===== config.mk =====
export PLATFORM = sky130hd
export DESIGN_NAME = adda_stream_ctrl
export DESIGN_NICKNAME = d
export VERILOG_FILES = /design/src/rtl/adda_stream_ctrl.sv
export SDC_FILE = /design/constraint.sdc
export NUM_CORES = 1
export LEC_CHECK = 0
export BUFFER_PORTS_ARGS = -buffer_cell sky130_fd_sc_hd__buf_4
export CAP_MARGIN = 20
export CORE_ASPECT_RATIO = 0.7
export CORE_MARGIN = 5
export CORE_UTILIZATION = 65
export DETAILED_ROUTE_END_ITERATION = 7
export PLACE_DENSITY = 0.83
export SYNTH_ARGS = -nofsm -noshare
export SYNTH_HDL_FRONTEND = slang
export SYNTH_SLANG_ARGS = --single-unit

===== constraint.sdc =====
create_clock -name i_clk -period 7.8 [get_ports i_clk]
set_input_delay 1.56 -clock i_clk [delete_from_list [all_inputs] [get_ports i_clk]]
set_output_delay 1.56 -clock i_clk [all_outputs]
set_load 0.005 [all_outputs]

===== src/rtl/adda_stream_ctrl.sv =====
// -----------------------------------------------------------------------------
// adda_stream_ctrl
//   ADC->DAC streaming path for the ULX3S AD/DA add-on. Generates the ADC and
//   DAC sample clocks from the system clock. Captures one ADC sample per sample
//   period into a circular delay buffer. Drives the DAC bus in one of four modes:
//   delay/pass, ramp test, hold or midscale.
//
//   Ports:
//     i_clk            system clock
//     i_rst_n          asynchronous active-low reset (synchronous release)
//     i_enable         1 = run sample clocks and stream, 0 = idle
//     i_mode           00 delay/pass, 01 ramp, 10 hold, 11 midscale
//     i_delay          delay in samples (0 = bypass the buffer)
//     i_ad_data        ADC parallel data (offset binary)
//     o_adclk          ADC sample clock
//     o_daclk          DAC sample clock (inverse of o_adclk while enabled)
//     o_da_data        DAC parallel data, registered
//     o_sample_strobe  one-cycle pulse in every cycle that follows an update
//                      (the cycle in which o_da_data shows its new value)
// -----------------------------------------------------------------------------
module adda_stream_ctrl #(
    parameter int DATA_W  = 8,
    parameter int CLK_DIV = 4,
    parameter int ADDR_W  = 4
) (
    input  logic              i_clk,
    input  logic              i_rst_n,
    input  logic              i_enable,
    input  logic [1:0]        i_mode,
    input  logic [ADDR_W-1:0] i_delay,
    input  logic [DATA_W-1:0] i_ad_data,
    output logic              o_adclk,
    output logic              o_daclk,
    output logic [DATA_W-1:0] o_da_data,
    output logic              o_sample_strobe
);

    localparam int CNT_W = (CLK_DIV > 2) ? $clog2(CLK_DIV) : 1;
    localparam int DEPTH = 2 ** ADDR_W;

    localparam logic [DATA_W-1:0] MID      = {1'b1, {(DATA_W-1){1'b0}}};
    localparam logic [CNT_W-1:0]  CNT_LAST = CNT_W'(CLK_DIV - 1);
    localparam logic [CNT_W-1:0]  CNT_HALF = CNT_W'(CLK_DIV / 2);
    localparam logic [ADDR_W:0]   FILL_MAX = (ADDR_W+1)'(DEPTH);

    localparam logic [1:0] MODE_DELAY = 2'b00;
    localparam logic [1:0] MODE_RAMP  = 2'b01;
    localparam logic [1:0] MODE_HOLD  = 2'b10;
    localparam logic [1:0] MODE_MID   = 2'b11;

    logic [CNT_W-1:0]  cnt;
    logic [CNT_W-1:0]  cnt_next;
    logic              tick;
    logic              upd;
    logic [DATA_W-1:0] ad_q;
    logic [DATA_W-1:0] ramp;
    logic [ADDR_W-1:0] wptr;
    logic [ADDR_W:0]   fill;
    logic [ADDR_W-1:0] rd_addr;
    logic [DATA_W-1:0] sel;
    logic              adclk_next;

    // Delay buffer; not reset. The fill count keeps unwritten slots from
    // ever reaching the output.
    logic [DATA_W-1:0] mem [DEPTH];

    always_comb begin
        cnt_next = '0;
        if (i_enable) begin
            cnt_next = (cnt == CNT_LAST) ? '0 : cnt + 1'b1;
        end
    end

    assign tick       = i_enable && (cnt == CNT_LAST);
    // Clocks are registered from the next count so o_daclk is an exact
    // inverse of o_adclk rather than lagging it by one cycle.
    assign adclk_next = i_enable && (cnt_next < CNT_HALF);

    // Read happens in the same cycle as the write to mem[wptr], so it sees
    // pre-write contents; the largest delay (DEPTH-1) never hits wptr.
    assign rd_addr = wptr - i_delay;

    always_comb begin
        sel = o_da_data;
        case (i_mode)
            MODE_DELAY: begin
                if (i_delay == '0) begin
                    sel = ad_q;
                end else if ({1'b0, i_delay} <= fill) begin
                    sel = mem[rd_addr];
                end else begin
                    sel = MID;
                end
            end
            MODE_RAMP: sel = ramp;
            MODE_HOLD: sel = o_da_data;
            MODE_MID:  sel = MID;
            default:   sel = o_da_data;
        endcase
    end

    always_ff @(posedge i_clk or negedge i_rst_n) begin
        if (!i_rst_n) begin
            cnt             <= '0;
            o_adclk         <= 1'b0;
            o_daclk         <= 1'b0;
            o_sample_strobe <= 1'b0;
            o_da_data       <= MID;
            ramp            <= '0;
            wptr            <= '0;
            fill            <= '0;
            ad_q            <= MID;
            upd             <= 1'b0;
        end else begin
            cnt     <= cnt_next;
            o_adclk <= adclk_next;
            o_daclk <= i_enable && !adclk_next;
            // upd is not gated by i_enable: a pending update still completes
            // after enable drops.
            upd     <= tick;
            if (tick) begin
                ad_q <= i_ad_data;
            end
            o_sample_strobe <= upd;
            if (upd) begin
                wptr      <= wptr + 1'b1;
                fill      <= (fill == FILL_MAX) ? fill : fill + 1'b1;
                o_da_data <= sel;
                if (i_mode == MODE_RAMP) begin
                    ramp <= ramp + 1'b1;
                end
            end
        end
    end

    always_ff @(posedge i_clk) begin
        if (upd) begin
            mem[wptr] <= ad_q;
        end
    end

endmodule

==> results.py <==
metrics = {
    "timing": {
        "fin_crit_sh_pct": 48.62,
        "setup_viol": 0,
        "holdWs_ns": 0.4571,
        "clock-skew-final_ns": 0.01197,
        "setup-tns-final_ns": 0,
        "timing.fmax_ghz": 0.2637,
        "slew_headroom_pct": 34.82,
        "final_hold_viol_count": 0,
        "fin_crit_ns": 3.792,
        "worst_slew_pin_slew_ns": 0.9778,
        "rsz0062_at_grt": "no",
        "finalMaxSlewViolations": 0,
    },
    "finish": {
        "drive_above_1_share_pct": 25.56,
        "final_cell_mix": "edfxtp_1 (128), dfrtp_1 (36), buf_4 (33), mux4_2 (27)",
        "final_cells": 582,
        "areaGrowthSynthToFinish_pct": 12.08,
        "num-fill-cells": 626,
        "layout_commonest_cell": "edfxtp_1",
        "antennaDiodeCount": 0,
        "stdcell_area_sq_um": 7916,
        "nNetsFinal": 470,
    },
    "route": {
        "dr.first_iter.drc_count": 501,
        "vias": 3802,
        "drt-pass1-iter-count": 5,
        "drtAntennaViolNets": 0,
        "drc": 0,
        "m1WireLength_um": 6078,
        "post_drt_wl_per_cell_um": 24.79,
        "wl_met3_um": 1145,
        "routed.top_layer": "met4",
        "avgViaCountPerCell": 6.533,
        "drt_wl_total_um": 14430,
        "routed-wl-met2_um": 7015,
    },
    "setup_path": {
        "crit_end": "o_da_data[4]",
        "critical_path_class": "in2reg",
        "required_ns": 8.10,
        "r2r_end": "o_da_data[4]",
        "crit_start": "i_delay[0]",
        "r2r-start": "wptr[0]",
        "cp_max_fo": 32,
        "rrSetupSlack_ns": 4.61,
        "crit_path_start_kind": "input port",
        "endpoint_kind": "flop",
        "cp_data_arrival_time_ns": 4.09,
        "reg2reg_depth": 9,
    },
    "logic_synthesis": {
        "ys_types": 45,
        "syn-cell-area_sq_um": 7063,
        "yosysTopAreaCell": "edfxtp_1",
        "async_reset_ff_share_pct": 22.89,
        "synth_xor_area_share_pct": 2.214,
        "yosysWarnings": 0,
        "synth_edf_count": 128,
        "yosys.area_share.simple_pct": 6.182,
        "synth_top_area_share_pct": 54.42,
        "synth_nets": 435,
        "synthFlopType": "edfxtp_1",
        "synth_top_cells_by_area": "edfxtp_1 (54%), dfrtp_1 (13%), mux4_2 (8.6%)",
        "synth_fa_ha_area_share_pct": 2.941,
        "synth_compound_area_share_pct": 3.897,
        "synthMuxAreaShare_pct": 14.01,
        "syn-instance-count": 402,
        "synth_top_family_by_area": "multiplexers",
        "avgSynthCellArea_sq_um": 17.57,
        "seq_area_frac_synth_pct": 67.92,
        "synth-seq-cells": 166,
    },
    "grt": {
        "overflow": 0,
        "antenna_found_initial": 0,
        "gr-usage-all-layers_pct": 23.82,
        "grt_max_degree": 39,
        "grt_pass1_wl_um": 22670,
        "first_global_vias": 3911,
    },
    "clock_network": {
        "root_buffer": "clkbuf_16",
        "cts_sinks": 166,
        "numCtsBuffers": 17,
        "clock_latency_ns": 0.43,
        "clkTransAtPathRegs_ns": 0.07,
        "cts_resized": 0,
        "h-tree-depth": 4,
        "cts_tree": "done",
        "cts_hold_buf": 0,
        "post_cts_buffers": 0,
        "clock_path_buffers": 2,
    },
    "die": {
        "io_pins": 28,
        "num_rows": 31,
        "die-area_sq_um": 13080,
        "die_h_um": 97.22,
        "start_util_pct": 67.44,
        "design.core.area_sq_um": 10470,
        "die_w_um": 134.6,
    },
    "job": {
        "cap_violations": 0,
    },
    "place": {
        "routabilityCongestion": 0.8761,
        "placed_cells": 549,
        "dpl.hpwl_um": 9095,
        "io_buffers": 27,
        "placed_area_sq_um": 7335,
    },
    "pwr": {
        "p_total_w": 0.002844,
        "power.density_nw_per_um2": 359.3,
        "irDropWorstVdd_v": 0.0002335,
        "p_leak_nw": 2.928,
    },
    "min_path": {
        "holdCritPathClass": "reg2reg",
    },
    "run_status": {
        "outcome": "finished clean",
    },
}
-- routing by layer --
layer	GRT usage [%]	vias to the layer above
li1	-	1662
met1	33.01	1941
met2	36.72	176
met3	7.816	23
met4	6.886	0
met5	0	-
-- stage by stage --
stage	setup WS [ns]	utilization (%)
floorplan	4.088	-
global placement	3.597	70.04
detailed placement	3.538	70.04
CTS	3.978	75.52
global route	3.842	75.59
finish	4.008	75.59
-- critical path, stage by stage --
cell and delay [ns]:
buf_4 0.10, ha_1 0.14, inv_1 0.06, fa_2 0.51
buf_4 0.51, mux4_1 0.68, mux2i_1 0.24, or4_1 0.18
a31oi_1 0.09
-- cell usage after synthesis, drive strengths merged, types with 2 or more instances --
cell / count
xor2: 6
nor2: 5
and2: 14
a21oi: 2
a221oi: 7
dfstp: 2
nand4: 3
ha: 15
and3: 3
nor3: 4
buf: 12
nor2b: 4
mux2i: 7
a41o: 2
nand2: 10
edfxtp: 128
inv: 17
xnor2: 11
mux2: 16
o21ai: 5
nand3: 14
or4: 8
a22oi: 7
dfrtp: 36
clkbuf: 5
mux4: 32
nor3b: 2
a31oi: 8
nand2b: 7
-- registers in the layout, indices dropped and copies added, names as in the netlist --
name             flops
ramp                 8
upd                  1
fill                 5
o_adclk              1
wptr                 4
o_da_data            8
mem                128
cnt                  2
o_sample_strobe      1
ad_q                 8
-- power breakdown --
group	switching [W]	internal (W)	total [W]	leakage, nW
Clock	0.000386	0.000427	0.000813	0.286
Sequential	0.000161	0.00111	0.00127	1.65
Combinational	0.000374	0.000387	0.000761	0.990
-- layout make-up --
cell class	count	area, sq um	area share [%]
tap	132	165.2	2.086
sequential	166	4797	60.60
clock inverter	15	148.9	1.881
inverter	17	63.81	0.8061
timing repair buffer	33	247.7	3.129
multi-input combinational	202	2068	26.13
clock buffer	17	425.4	5.374
-- how the worst min path moves through the flow --
stage,cells after the start,slack [ns],from,end
floorplan,0,0.35,upd,o_sample_strobe
global placement,1,0.42,cnt[0],cnt[0]
detailed placement,1,0.46,cnt[0],cnt[0]
CTS,1,0.47,cnt[0],cnt[0]
global route,1,0.47,cnt[0],cnt[0]
finish,1,0.46,cnt[0],cnt[0]
-- logic make-up after synthesis --
logic type      count (synthesis)
compound gates                 37
xor+xnor                       17
fa+ha+maj                      16
buf+inv                        34
flops                         166
mux                            55
simple gates                   77
No activity file was read; power rests on OpenSTA's default activity.
